$ cat src/rtl/fix_session_sequencer.sv
// FIX session scheduler: queues logon/logout/heartbeat requests, drives the shared
// bodylength conversion datapath and hands the granted descriptor to the assembler.
module fix_session_sequencer #(
  parameter int         SEQ_WIDTH    = 32,
  parameter int         HB_INTERVAL  = 1000,
  parameter int         CONV_TIMEOUT = 64,
  parameter logic [3:0] LOGON_CODE   = 4'd1,
  parameter logic [3:0] LOGOUT_CODE  = 4'd2,
  parameter logic [3:0] HB_CODE      = 4'd3
) (
  input  logic                 clk,
  input  logic                 rst,
  input  logic                 enable_i,
  input  logic                 logon_req_i,
  input  logic                 logout_req_i,
  output logic                 bl_start_o,
  output logic [3:0]           bl_create_message_o,
  output logic [3:0]           bl_seqnum_len_o,
  input  logic                 bl_valid_i,
  output logic                 msg_valid_o,
  input  logic                 msg_ready_i,
  output logic [3:0]           msg_type_o,
  output logic [SEQ_WIDTH-1:0] msg_seq_num_o,
  output logic                 logged_in_o,
  output logic                 busy_o,
  output logic                 error_o
);

  localparam int HB_W = (HB_INTERVAL > 1) ? $clog2(HB_INTERVAL) : 1;
  localparam int TO_W = (CONV_TIMEOUT > 1) ? $clog2(CONV_TIMEOUT) : 1;

  typedef enum logic [2:0] {S_IDLE, S_START, S_WAIT, S_ABORT, S_PRESENT} state_t;

  state_t               state_reg, state_next;
  logic                 logon_pend_reg, logout_pend_reg, hb_pend_reg;
  logic [3:0]           type_reg;
  logic [SEQ_WIDTH-1:0] seq_reg;
  logic                 logged_in_reg;
  logic [HB_W-1:0]      hb_cnt_reg;
  logic [TO_W-1:0]      to_cnt_reg;

  logic       evaluate, logon_ok, logout_ok, hb_ok, grant, accept, hb_fire;
  logic       clear_logon, clear_logout, clear_hb;
  logic [3:0] grant_code;

  // Every evaluated flag is either granted or dropped, except a heartbeat
  // that loses to a valid logout: it stays pending.
  always_comb begin
    evaluate     = (state_reg == S_IDLE) && enable_i;
    logout_ok    = logout_pend_reg && logged_in_reg;
    logon_ok     = logon_pend_reg && !logged_in_reg;
    hb_ok        = hb_pend_reg && logged_in_reg;
    grant        = evaluate && (logout_ok || logon_ok || hb_ok);
    grant_code   = logout_ok ? LOGOUT_CODE : (logon_ok ? LOGON_CODE : HB_CODE);
    clear_logout = evaluate && logout_pend_reg;
    clear_logon  = evaluate && logon_pend_reg;
    clear_hb     = evaluate && hb_pend_reg && !logout_ok;
    accept       = (state_reg == S_PRESENT) && msg_ready_i;
    hb_fire      = logged_in_reg && !accept && (hb_cnt_reg == HB_W'(HB_INTERVAL - 1));
  end

  always_ff @(posedge clk) begin
    if (rst) state_reg <= S_IDLE;
    else     state_reg <= state_next;
  end

  always_comb begin
    state_next = state_reg;
    case (state_reg)
      S_IDLE:    if (grant) state_next = S_START;
      S_START:   state_next = S_WAIT;
      S_WAIT: begin
        if (bl_valid_i)                                 state_next = S_PRESENT;
        else if (to_cnt_reg == TO_W'(CONV_TIMEOUT - 1)) state_next = S_ABORT;
      end
      S_ABORT:   state_next = S_IDLE;
      S_PRESENT: if (msg_ready_i) state_next = S_IDLE;
      default:   state_next = S_IDLE;
    endcase
  end

  always_comb begin
    bl_start_o          = (state_reg == S_START);
    error_o             = (state_reg == S_ABORT);
    msg_valid_o         = (state_reg == S_PRESENT);
    busy_o              = (state_reg != S_IDLE);
    bl_create_message_o = (state_reg == S_IDLE) ? 4'd0 : type_reg;
    msg_type_o          = (state_reg == S_PRESENT) ? type_reg : 4'd0;
    msg_seq_num_o       = seq_reg;
    logged_in_o         = logged_in_reg;
  end

  always_ff @(posedge clk) begin
    if (rst) begin
      logon_pend_reg  <= 1'b0;
      logout_pend_reg <= 1'b0;
      hb_pend_reg     <= 1'b0;
      type_reg        <= 4'd0;
      seq_reg         <= SEQ_WIDTH'(1);
      logged_in_reg   <= 1'b0;
      hb_cnt_reg      <= '0;
      to_cnt_reg      <= '0;
    end else begin
      logon_pend_reg  <= clear_logon  ? 1'b0 : (logon_pend_reg  | logon_req_i);
      logout_pend_reg <= clear_logout ? 1'b0 : (logout_pend_reg | logout_req_i);
      hb_pend_reg     <= clear_hb     ? 1'b0 : (hb_pend_reg     | hb_fire);
      if (grant) type_reg <= grant_code;
      to_cnt_reg <= (state_reg == S_WAIT) ? to_cnt_reg + TO_W'(1) : '0;
      if (accept || !logged_in_reg || hb_fire) hb_cnt_reg <= '0;
      else                                     hb_cnt_reg <= hb_cnt_reg + HB_W'(1);
      if (accept) begin
        // MsgSeqNum 0 is not a legal FIX value, so the counter skips it on wrap.
        seq_reg <= (&seq_reg) ? SEQ_WIDTH'(1) : seq_reg + SEQ_WIDTH'(1);
        if (type_reg == LOGON_CODE)       logged_in_reg <= 1'b1;
        else if (type_reg == LOGOUT_CODE) logged_in_reg <= 1'b0;
      end
    end
  end

  // Decimal digit count: one plus the number of powers of ten not exceeding seq.
  logic [63:0] seq_wide;
  logic [9:1]  digit_ge;
  assign seq_wide = 64'(seq_reg);

  generate
    for (genvar gi = 1; gi <= 9; gi++) begin : g_digit
      localparam logic [63:0] THRESH = 64'(10 ** gi);
      assign digit_ge[gi] = (seq_wide >= THRESH);
    end
  endgenerate

  always_comb begin
    bl_seqnum_len_o = 4'd1;
    for (int i = 1; i <= 9; i++) bl_seqnum_len_o = bl_seqnum_len_o + {3'b000, digit_ge[i]};
  end

endmodule

$ cat config.mk
export PLATFORM = sky130hd
export DESIGN_NAME = fix_session_sequencer
export DESIGN_NICKNAME = d
export VERILOG_FILES = /design/src/rtl/fix_session_sequencer.sv
export SDC_FILE = /design/constraint.sdc
export NUM_CORES = 1
export LEC_CHECK = 0
export CORE_UTILIZATION = 38
export CTS_CLUSTER_DIAMETER = 40
export DETAILED_ROUTE_END_ITERATION = 6
export PLACE_DENSITY = 0.71
export RECOVER_POWER = 25
export SETUP_SLACK_MARGIN = 0.1
export SLEW_MARGIN = 30
export SYNTH_ARGS = -nofsm -noshare
export SYNTH_HDL_FRONTEND = slang
export SYNTH_SLANG_ARGS = --single-unit
$ cat constraint.sdc
create_clock -name clk -period 8.6 [get_ports clk]
set_clock_uncertainty 0.2 [all_clocks]
set_input_delay 1.72 -clock clk [delete_from_list [all_inputs] [get_ports clk]]
set_output_delay 1.72 -clock clk [all_outputs]
set_load 0.01 [all_outputs]
==> results of run 1 <==
## stage by stage
step	instance area [um^2]	cells	util, %	hold WS (ns)
floorplan	3310	426	-	0.218
global placement	3790	549	45.7	0.228
detailed placement	3800	549	45.8	0.236
CTS	4000	565	48.2	0.250
global route	4000	565	48.2	0.269
finish	4000	565	48.2	0.247
## cell usage after synthesis (all sizes together) (6+ instances only)
| master | instances | share of area, % |
|---|---|---|
| clkbuf | 19 | 2.2 |
| inv | 20 | 2.3 |
| nand4 | 13 | 2.5 |
| nor3 | 25 | 3.8 |
| buf | 14 | 2.7 |
| a21oi | 13 | 2.0 |
| o21ai | 6 | 0.91 |
| xnor2 | 19 | 5.0 |
| ha | 9 | 3.4 |
| xor2 | 21 | 5.6 |
| nor2 | 78 | 8.9 |
| nor4 | 9 | 1.7 |
| or3 | 6 | 1.3 |
| nand3 | 22 | 3.7 |
| dfxtp | 57 | 35 |
| nand2 | 34 | 3.9 |
## final timing paths
path | end | slack, ns | depth (start not counted)
setup reg to reg | msg_seq_num_o[17]$_SDFFE_PP0P_ | 5.72 | 5
setup / recovery | bl_seqnum_len_o[1] | 2.09 | 15
hold reg to reg | hb_cnt_reg[0]$_SDFF_PP0_ | 0.25 | 1
hold / removal | hb_cnt_reg[0]$_SDFF_PP0_ | 0.25 | 1
## power breakdown
group	internal [mW]	switching, mW	total, mW
clock	0.142	0.118	0.260
sequential	0.266	0.00258	0.268
combinational	0.00699	0.00970	0.0167
## area by class of cell
class | count | area, um^2
fillers | 800 | 4300
multi-input cells | 316 | 1940
flip-flops and latches | 57 | 1140
repair buffers | 51 | 510
clock buffers | 10 | 138
well taps | 105 | 131
inverters | 20 | 75.1
clock inverters | 6 | 66.3
## layer usage
| layer | wire [um] | track usage [%] |
|---|---|---|
| met5 | 0 | 0 |
| met4 | 104 | 7.20 |
| met3 | 561 | 6.86 |
| met2 | 3690 | 31.1 |
| met1 | 3510 | 23.1 |
## kinds of logic after synthesis
group / Yosys count / share of synthesized area [%]
compound gates: 45 / 9.10
fa+ha+maj: 14 / 6.44
xor+xnor: 40 / 10.6
simple gates: 213 / 32.0
buf+inv: 53 / 7.16
other cells: 1 / 0.114
flops: 57 / 34.6
==> key figures, run 1 <==
Layout
  • Share of layout cells above drive strength 1: 5.43%
  • Commonest cells after routing, fill and taps aside: 78 x nor2_1, 57 x dfxtp_1, 43 x clkdlybuf4s50_1
  • # diodes: 0
  • Area Overhead vs Synth: 21.3%
  • Max FFs per register: 32
  • Nets: 476
  • Most common cell after layout, fill and taps aside: nor2_1

Worst setup path
  • Required time worst endpoint: 6.68 ns
  • Crit path max fanout: 12
  • Cells along the critical path: nor3_1, a211o_1, a21oi_1, o31ai_1, nand4_1, fa_1, fa_1, inv_1, fa_1, inv_1, ha_1, inv_1, fa_1, inv_1, clkdlybuf4s50_1
  • R2r startpoint: msg_seq_num_o[6]$_SDFFE_PP0P_
  • Crit. Startpoint: msg_seq_num_o[11]$_SDFFE_PP0P_
  • Crit. End Element: primary output
  • Crit path DAT: 4.59 ns
  • WS Path Type: flop to primary output
  • Buffers and inverters on the worst path: 5
  • CP max stage cell: fa_1
  • Crit path max-delay family: adder cells
  • Startpoint types: flop
  • Slowest stage delay, CP: 0.53 ns

Yosys
  • Top FF cell, synth: dfxtp_1
  • Average cell area after synthesis: 7.80 um^2
  • Yosys warning total: 0
  • Post-synth EDFFs: 0
  • Synth cell types: 50
  • Synthesized area: 3300 um^2
  • Mapped Cells: 423
  • Seq/Total Area, Yosys: 34.6%
  • Synth async-reset ratio: 0%
  • Number of synthesized register bits: 57

Place
  • Setup Slack @ Placement: 2.43 ns
  • Dpl hpwl: 5670 um
  • IO buf count: 51
  • RD Place Congestion: 0.907

Timing
  • Max-slew headroom: 38.1%
  • Final WS setup: 2.09 ns
  • Slew Viols, Final: 0
  • Fmax: 154 MHz
  • Setup TNS Final: 0 ns
  • Slew of the pin with the lowest slew margin: 0.920 ns
  • Period utilization: 75.7%
  • Endpoints failing hold: 0
  • RSZ-0062 raised after global routing: false
  • Final Critical Period: 6.51 ns
  • Setup Viol. Count Final: 0

Global routing
  • Vias in the first global route: 2819
  • Gr usage total: 19.1%
  • First-pass GRT wire length: 13400 um
  • Initial antenna violation count: 0
  • Pin count of the biggest net entering global routing: 26
  • Overflow left after global routing: 0

Clock network
  • Later-pin clock latency in the skew report: 0.35 ns
  • Setup bufs post-CTS: 0
  • Clk buf depth: 2
  • CTS Buf Count: 9
  • Root Buffer: clkbuf_8
  • Hold_buf cts: 0
  • TritonCTS clock tree: built
  • CTS resizes: 0
  • Clock-pin slew on the worst setup and hold paths: 0.07 ns
  • Clk sinks: 57
  • H-tree levels: 3

Floorplan
  • Total die area: 9060 um^2
  • Initial Utilization: 39.8%
  • Core area: 8300 um^2
  • Die X: 95.2 um
  • IO Pins: 56
  • Die H: 95.2 um
  • Rows: 33

Pwr
  • Peak supply drop: 0.0000891 V
  • Leak: 1.36 nW
  • Total power: 0.545 mW
  • Pwr dens: 136 nW/um^2

Min path
  • Hold wc startpoint: hb_cnt_reg[0]$_SDFF_PP0_
  • Min-Delay Path Class: flop to flop

Detailed routing
  • Total wire length: 7870 um
  • DR pass1 iterations: 5
  • DR vias/cell: 5.40
  • Initial detailed-routing violation count: 177
  • Routed len/inst: 13.9 um
  • DRT antenna net count: 0
  • Via count: 3051
  • Drt drc: 0

Outcome
  • Outcome: finished clean

Flow run
  • Max-Cap Viols: 0
No activity file was read; power rests on OpenSTA's default activity.
==> inputs of run 2 (changes only) <==
Settings changed: PLACE_DENSITY 0.71 to 0.74.
Clock period 8.6 ns to 5.45 ns, I/O delays scaled along.
==> run 2 against run 1 <==
  * Register-to-register slack got worse by 3.1 ns
  * Power increased by 55%
  * Die area did not move
  * Sequential power increased by 58%
  * Critical path depth unchanged
  * Count of clock-buffer cells in the layout increased by 2
  * Via count grew 2.1%
  * Highest routed layer unchanged
==> key figures, run 2 (synthesis results as in run 1) <==
Outcome
  • Outcome: finished clean

Detailed routing
  • DRT antenna net count: 0
  • Routed len/inst: 14.0 um
  • Total wire length: 8180 um
  • Initial detailed-routing violation count: 125
  • Via count: 3114
  • Drt drc: 0
  • DR vias/cell: 5.33
  • DR pass1 iterations: 4

Global routing
  • GR Util met3: 5.42%
  • First-pass GRT wire length: 13700 um
  • Pin count of the biggest net entering global routing: 26
  • Vias in the first global route: 3050
  • Overflow left after global routing: 0
  • Initial antenna violation count: 0
  • Gr usage total: 19.5%
  • Most crowded layer after global routing: met2
  • GR Util met1: 22.7%
  • GR Util met2: 32.8%

Place
  • Dpl hpwl: 6110 um
  • Dpl cell area: 3950 um^2
  • Setup Slack @ Placement: 0.0954 ns
  • RD Place Congestion: 0.867
  • IO buf count: 51

Timing
  • Period utilization: 96.1%
  • Endpoints failing hold: 0
  • Setup TNS Final: 0 ns
  • Final Critical Period: 5.24 ns
  • RSZ-0062 raised after global routing: true
  • Fmax: 191 MHz
  • Max-slew headroom: 43.1%
  • Setup Viol. Count Final: 0
  • Final WS setup: 0.212 ns
  • Slew Viols, Final: 0
  • Slew of the pin with the lowest slew margin: 0.846 ns

Pwr
  • Peak supply drop: 0.000106 V
  • Pwr dens: 202 nW/um^2
  • Total power: 0.847 mW
  • Reported net switching power: 0.185 mW
  • Clock share of power: 46.9%
  • Int Pwr: 0.662 mW
  • Combinational share of power: 3.1%
  • Leak: 1.52 nW
  • Flop pwr share: 50.0%
  • Sw Share: 21.8%

Layout
  • Area Overhead vs Synth: 27.2%
  • Max FFs per register: 32
  • Fill cells: 801
  • Final Util: 50.6%
  • # diodes: 0
  • Nets: 496
  • Final instance area: 4200 um^2
  • Commonest cells after routing, fill and taps aside: 75 x nor2_1, 51 x dfxtp_1, 37 x clkdlybuf4s50_1
  • Most common cell after layout, fill and taps aside: nor2_1
  • Share of layout cells above drive strength 1: 12.7%

Clock network
  • Hold_buf cts: 0
  • Root Buffer: clkbuf_8
  • CTS Buf Count: 9
  • H-tree levels: 3
  • Clock-pin slew on the worst setup and hold paths: 0.06 ns
  • Setup bufs post-CTS: 0
  • Clk buf depth: 2
  • Later-pin clock latency in the skew report: 0.34 ns
  • Clk sinks: 57
  • TritonCTS clock tree: built

Floorplan
  • Rows: 33
  • Total die area: 9060 um^2
  • Initial Utilization: 39.8%
  • Die H: 95.2 um
  • Core area: 8300 um^2
  • IO Pins: 56
  • Die X: 95.2 um

Worst setup path
  • Crit. End Element: primary output
  • Crit path DAT: 3.95 ns
  • Required time worst endpoint: 4.16 ns
  • Crit path max fanout: 6
  • WS Path Type: flop to primary output
  • Startpoint types: flop

Flow run
  • Max-Cap Viols: 0

Min path
  • Min-Delay Path Class: flop to flop
## run 2: cell types whose count changed in the layout (fill, tap and decap cells not counted), sizes merged
cell,before,now
buf,0,21
clkbuf,10,13
clkdlybuf4s50,43,37
clkinv,1,2
clkinvlp,3,0
dlygate4sd3,8,10
dlymetal6s2s,0,2
inv,21,20
## run 2: path summary, 6_finish.rpt
| kind | from | to | slack (ns) | cells after the start |
|---|---|---|---|---|
| worst max-delay path | msg_seq_num_o[14]$_SDFFE_PP0P_ | bl_seqnum_len_o[2] | 0.21 | 15 |
| worst min-delay path | hb_cnt_reg[0]$_SDFF_PP0_ | hb_cnt_reg[0]$_SDFF_PP0_ | 0.25 | 1 |
| worst max register to register | msg_seq_num_o[6]$_SDFFE_PP0P_ | msg_seq_num_o[0]$_SDFFE_PP1P_ | 2.65 | 5 |
| worst min register to register | hb_cnt_reg[0]$_SDFF_PP0_ | hb_cnt_reg[0]$_SDFF_PP0_ | 0.25 | 1 |
## run 2: per-stage QoR
step                      hold WS, ns  cells
after CTS                       0.252    584
final                           0.248    584
after global routing            0.274    584
after floorplan                 0.218    426
after detailed placement        0.241    569
after global placement          0.230    569
## run 2: power by group through the flow
| stage | logic [mW] | registers [mW] | clock network [mW] |
|---|---|---|---|
| finish | 0.0262 | 0.423 | 0.398 |
| global route | 0.0293 | 0.423 | 0.428 |
| CTS | 0.0268 | 0.423 | 0.409 |
| detailed placement | 0.0267 | 0.433 | 0 |
| global placement | 0.0260 | 0.433 | 0 |
| floorplan | 0.0194 | 0.431 | 0 |
## run 2: worst max-delay path, stage by stage (launching register included)
cell and delay [ns]:
dfxtp_2 0.37, nor3_4 0.22, a211o_1 0.15, a21oi_1 0.07, o31ai_1 0.20, nand4_1 0.16, fa_1 0.51, fa_1 0.49
inv_1 0.05, fa_1 0.46, inv_1 0.07, ha_2 0.17, inv_1 0.05, fa_1 0.37, xor2_1 0.14, buf_2 0.13
## run 2: area by class of cell
type	instances	area, um^2	share of cell area (%)
multi-input combinational	316	1990	47.3
tap	105	131	3.13
inverter	20	75.1	1.79
sequential	57	1150	27.4
timing repair buffer	71	659	15.7
clock buffer	12	155	3.69
clock inverter	3	40.0	0.954
## run 2: metal layers
layer / vias up / part of all wire (%)
met1: 1455 / 43
met4: 0 / 2.3
met3: 17 / 7.1
met2: 94 / 47
met5: - / 0
li1: 1548 / -
## run 2: what timing repair did
item | CTS | global route
pin swaps | 1 | 5
resized for setup | 14 | 15
hold endpoints to repair | 0 | 0
setup endpoints to repair | 2 | 4
==> inputs of run 3 (changes only) <==
Settings changed: CTS_BUF_LIST set to sky130_fd_sc_hd__clkbuf_16, HOLD_SLACK_MARGIN set to 0.12.
==> run 3 against run 2 <==
  * Combinational power is essentially flat
  * Setup slack gained 0.017 ns
  * Die area is the same
  * Non-clock buffer count is the same
  * Critical path type unchanged
==> key figures, run 3 (synthesis results as in run 1) <==
Detailed routing
  • Initial detailed-routing violation count: 193
  • Routed len/inst: 14.3 um
  • Total wire length: 8340 um
  • DR pass1 iterations: 4
  • Drt drc: 0
  • DR vias/cell: 5.36
  • DRT antenna net count: 0
  • Via count: 3129

Timing
  • Final Critical Period: 5.22 ns
  • Period utilization: 95.8%
  • Slew of the pin with the lowest slew margin: 0.866 ns
  • Endpoints failing hold: 0
  • Max-slew headroom: 42.3%
  • Setup TNS Final: 0 ns
  • Setup Viol. Count Final: 0
  • Fmax: 192 MHz
  • Final WS setup: 0.228 ns
  • RSZ-0062 raised after global routing: true
  • Slew Viols, Final: 0
  • Final hold slack: 0.244 ns

Global routing
  • Gr usage total: 19.5%
  • Pin count of the biggest net entering global routing: 26
  • Initial antenna violation count: 0
  • First-pass GRT wire length: 13700 um
  • Overflow left after global routing: 0
  • Vias in the first global route: 2990

Floorplan
  • Total die area: 9060 um^2
  • IO Pins: 56
  • Die H: 95.2 um
  • Core area: 8300 um^2
  • Initial Utilization: 39.8%
  • Die X: 95.2 um
  • Rows: 33

Layout
  • Final Util: 51.3%
  • Nets: 496
  • Share of layout cells above drive strength 1: 11.7%
  • # diodes: 0
  • Area Overhead vs Synth: 29.1%
  • Fill cells: 790
  • Most common cell after layout, fill and taps aside: nor2_1
  • Max FFs per register: 32
  • Commonest cells after routing, fill and taps aside: 75 x nor2_1, 53 x dfxtp_1, 34 x nand2_1, 34 x clkdlybuf4s50_1

Flow run
  • Max-Cap Viols: 0

Pwr
  • Leak: 1.56 nW
  • Total power: 0.978 mW
  • Pwr dens: 229 nW/um^2
  • Peak supply drop: 0.000162 V

Worst setup path
  • CP max stage cell: fa_1
  • Slowest stage delay, CP: 0.51 ns
  • Required time worst endpoint: 4.16 ns
  • Buffers and inverters on the worst path: 4
  • Startpoint types: flop
  • WS Path Type: flop to primary output
  • Crit path max fanout: 4
  • Crit path DAT: 3.93 ns
  • Crit path max-delay family: adder cells
  • Crit. End Element: primary output
  • Most used cell, CP: fa_1
  • Cells along the critical path: nor3_2, a211o_1, a21oi_1, o31ai_1, nand4_1, fa_1, fa_1, inv_1, fa_1, inv_1, ha_2, inv_1, fa_1, xor2_1, buf_2

Place
  • IO buf count: 51
  • Setup Slack @ Placement: 0.0954 ns
  • Dpl hpwl: 6110 um
  • RD Place Congestion: 0.867

Clock network
  • CTS Buf Count: 9
  • H-tree levels: 3
  • Later-pin clock latency in the skew report: 0.32 ns
  • TritonCTS clock tree: built
  • Clk buf depth: 2
  • Setup bufs post-CTS: 0
  • Hold_buf cts: 0
  • Clock-pin slew on the worst setup and hold paths: 0.05 ns
  • Root Buffer: clkbuf_16
  • Clk sinks: 57

Outcome
  • Outcome: finished clean

Min path
  • Min-Delay Path Class: flop to flop
## run 3: cell type report
| class | instances | area (um^2) | area share [%] |
|---|---|---|---|
| multi-input combinational | 316 | 1980 | 46.4 |
| tap | 105 | 131 | 3.08 |
| clock inverter | 6 | 51.3 | 1.20 |
| clock buffer | 9 | 225 | 5.28 |
| inverter | 20 | 75.1 | 1.76 |
| timing repair buffer | 71 | 657 | 15.4 |
| sequential | 57 | 1150 | 26.9 |
## run 3: report_power, final
group | switching (mW) | internal, mW | total (mW)
registers | 0.00411 | 0.421 | 0.425
clock network | 0.183 | 0.343 | 0.527
logic | 0.0152 | 0.0111 | 0.0263
## run 3: timing repair
item	4_1_cts	5_1_grt
pin swaps	0	5
setup endpoints to repair	2	3
resized for setup	12	11
## run 3: final timing paths
kind | cells after the start | slack [ns] | from | end
hold / removal | 1 | 0.24 | hb_cnt_reg[0]$_SDFF_PP0_ | hb_cnt_reg[0]$_SDFF_PP0_
setup reg to reg | 5 | 2.61 | msg_seq_num_o[6]$_SDFFE_PP0P_ | msg_seq_num_o[0]$_SDFFE_PP1P_
hold reg to reg | 1 | 0.24 | hb_cnt_reg[0]$_SDFF_PP0_ | hb_cnt_reg[0]$_SDFF_PP0_
setup / recovery | 15 | 0.23 | msg_seq_num_o[13]$_SDFFE_PP0P_ | bl_seqnum_len_o[2]
## run 3: through the flow
step,cells,cell area [um^2]
after detailed placement,569,3950
after floorplan,426,3310
after global placement,569,3940
final,584,4260
after global routing,584,4260
after CTS,584,4250
## run 3: routing by layer
metal / vias up / GRT usage (%) / share of wire (%)
li1: 1548 / - / -
met1: 1453 / 23.0 / 42
met2: 111 / 32.9 / 48
met3: 17 / 5.42 / 7.6
met4: 0 / 8.71 / 2.0
met5: - / 0 / 0
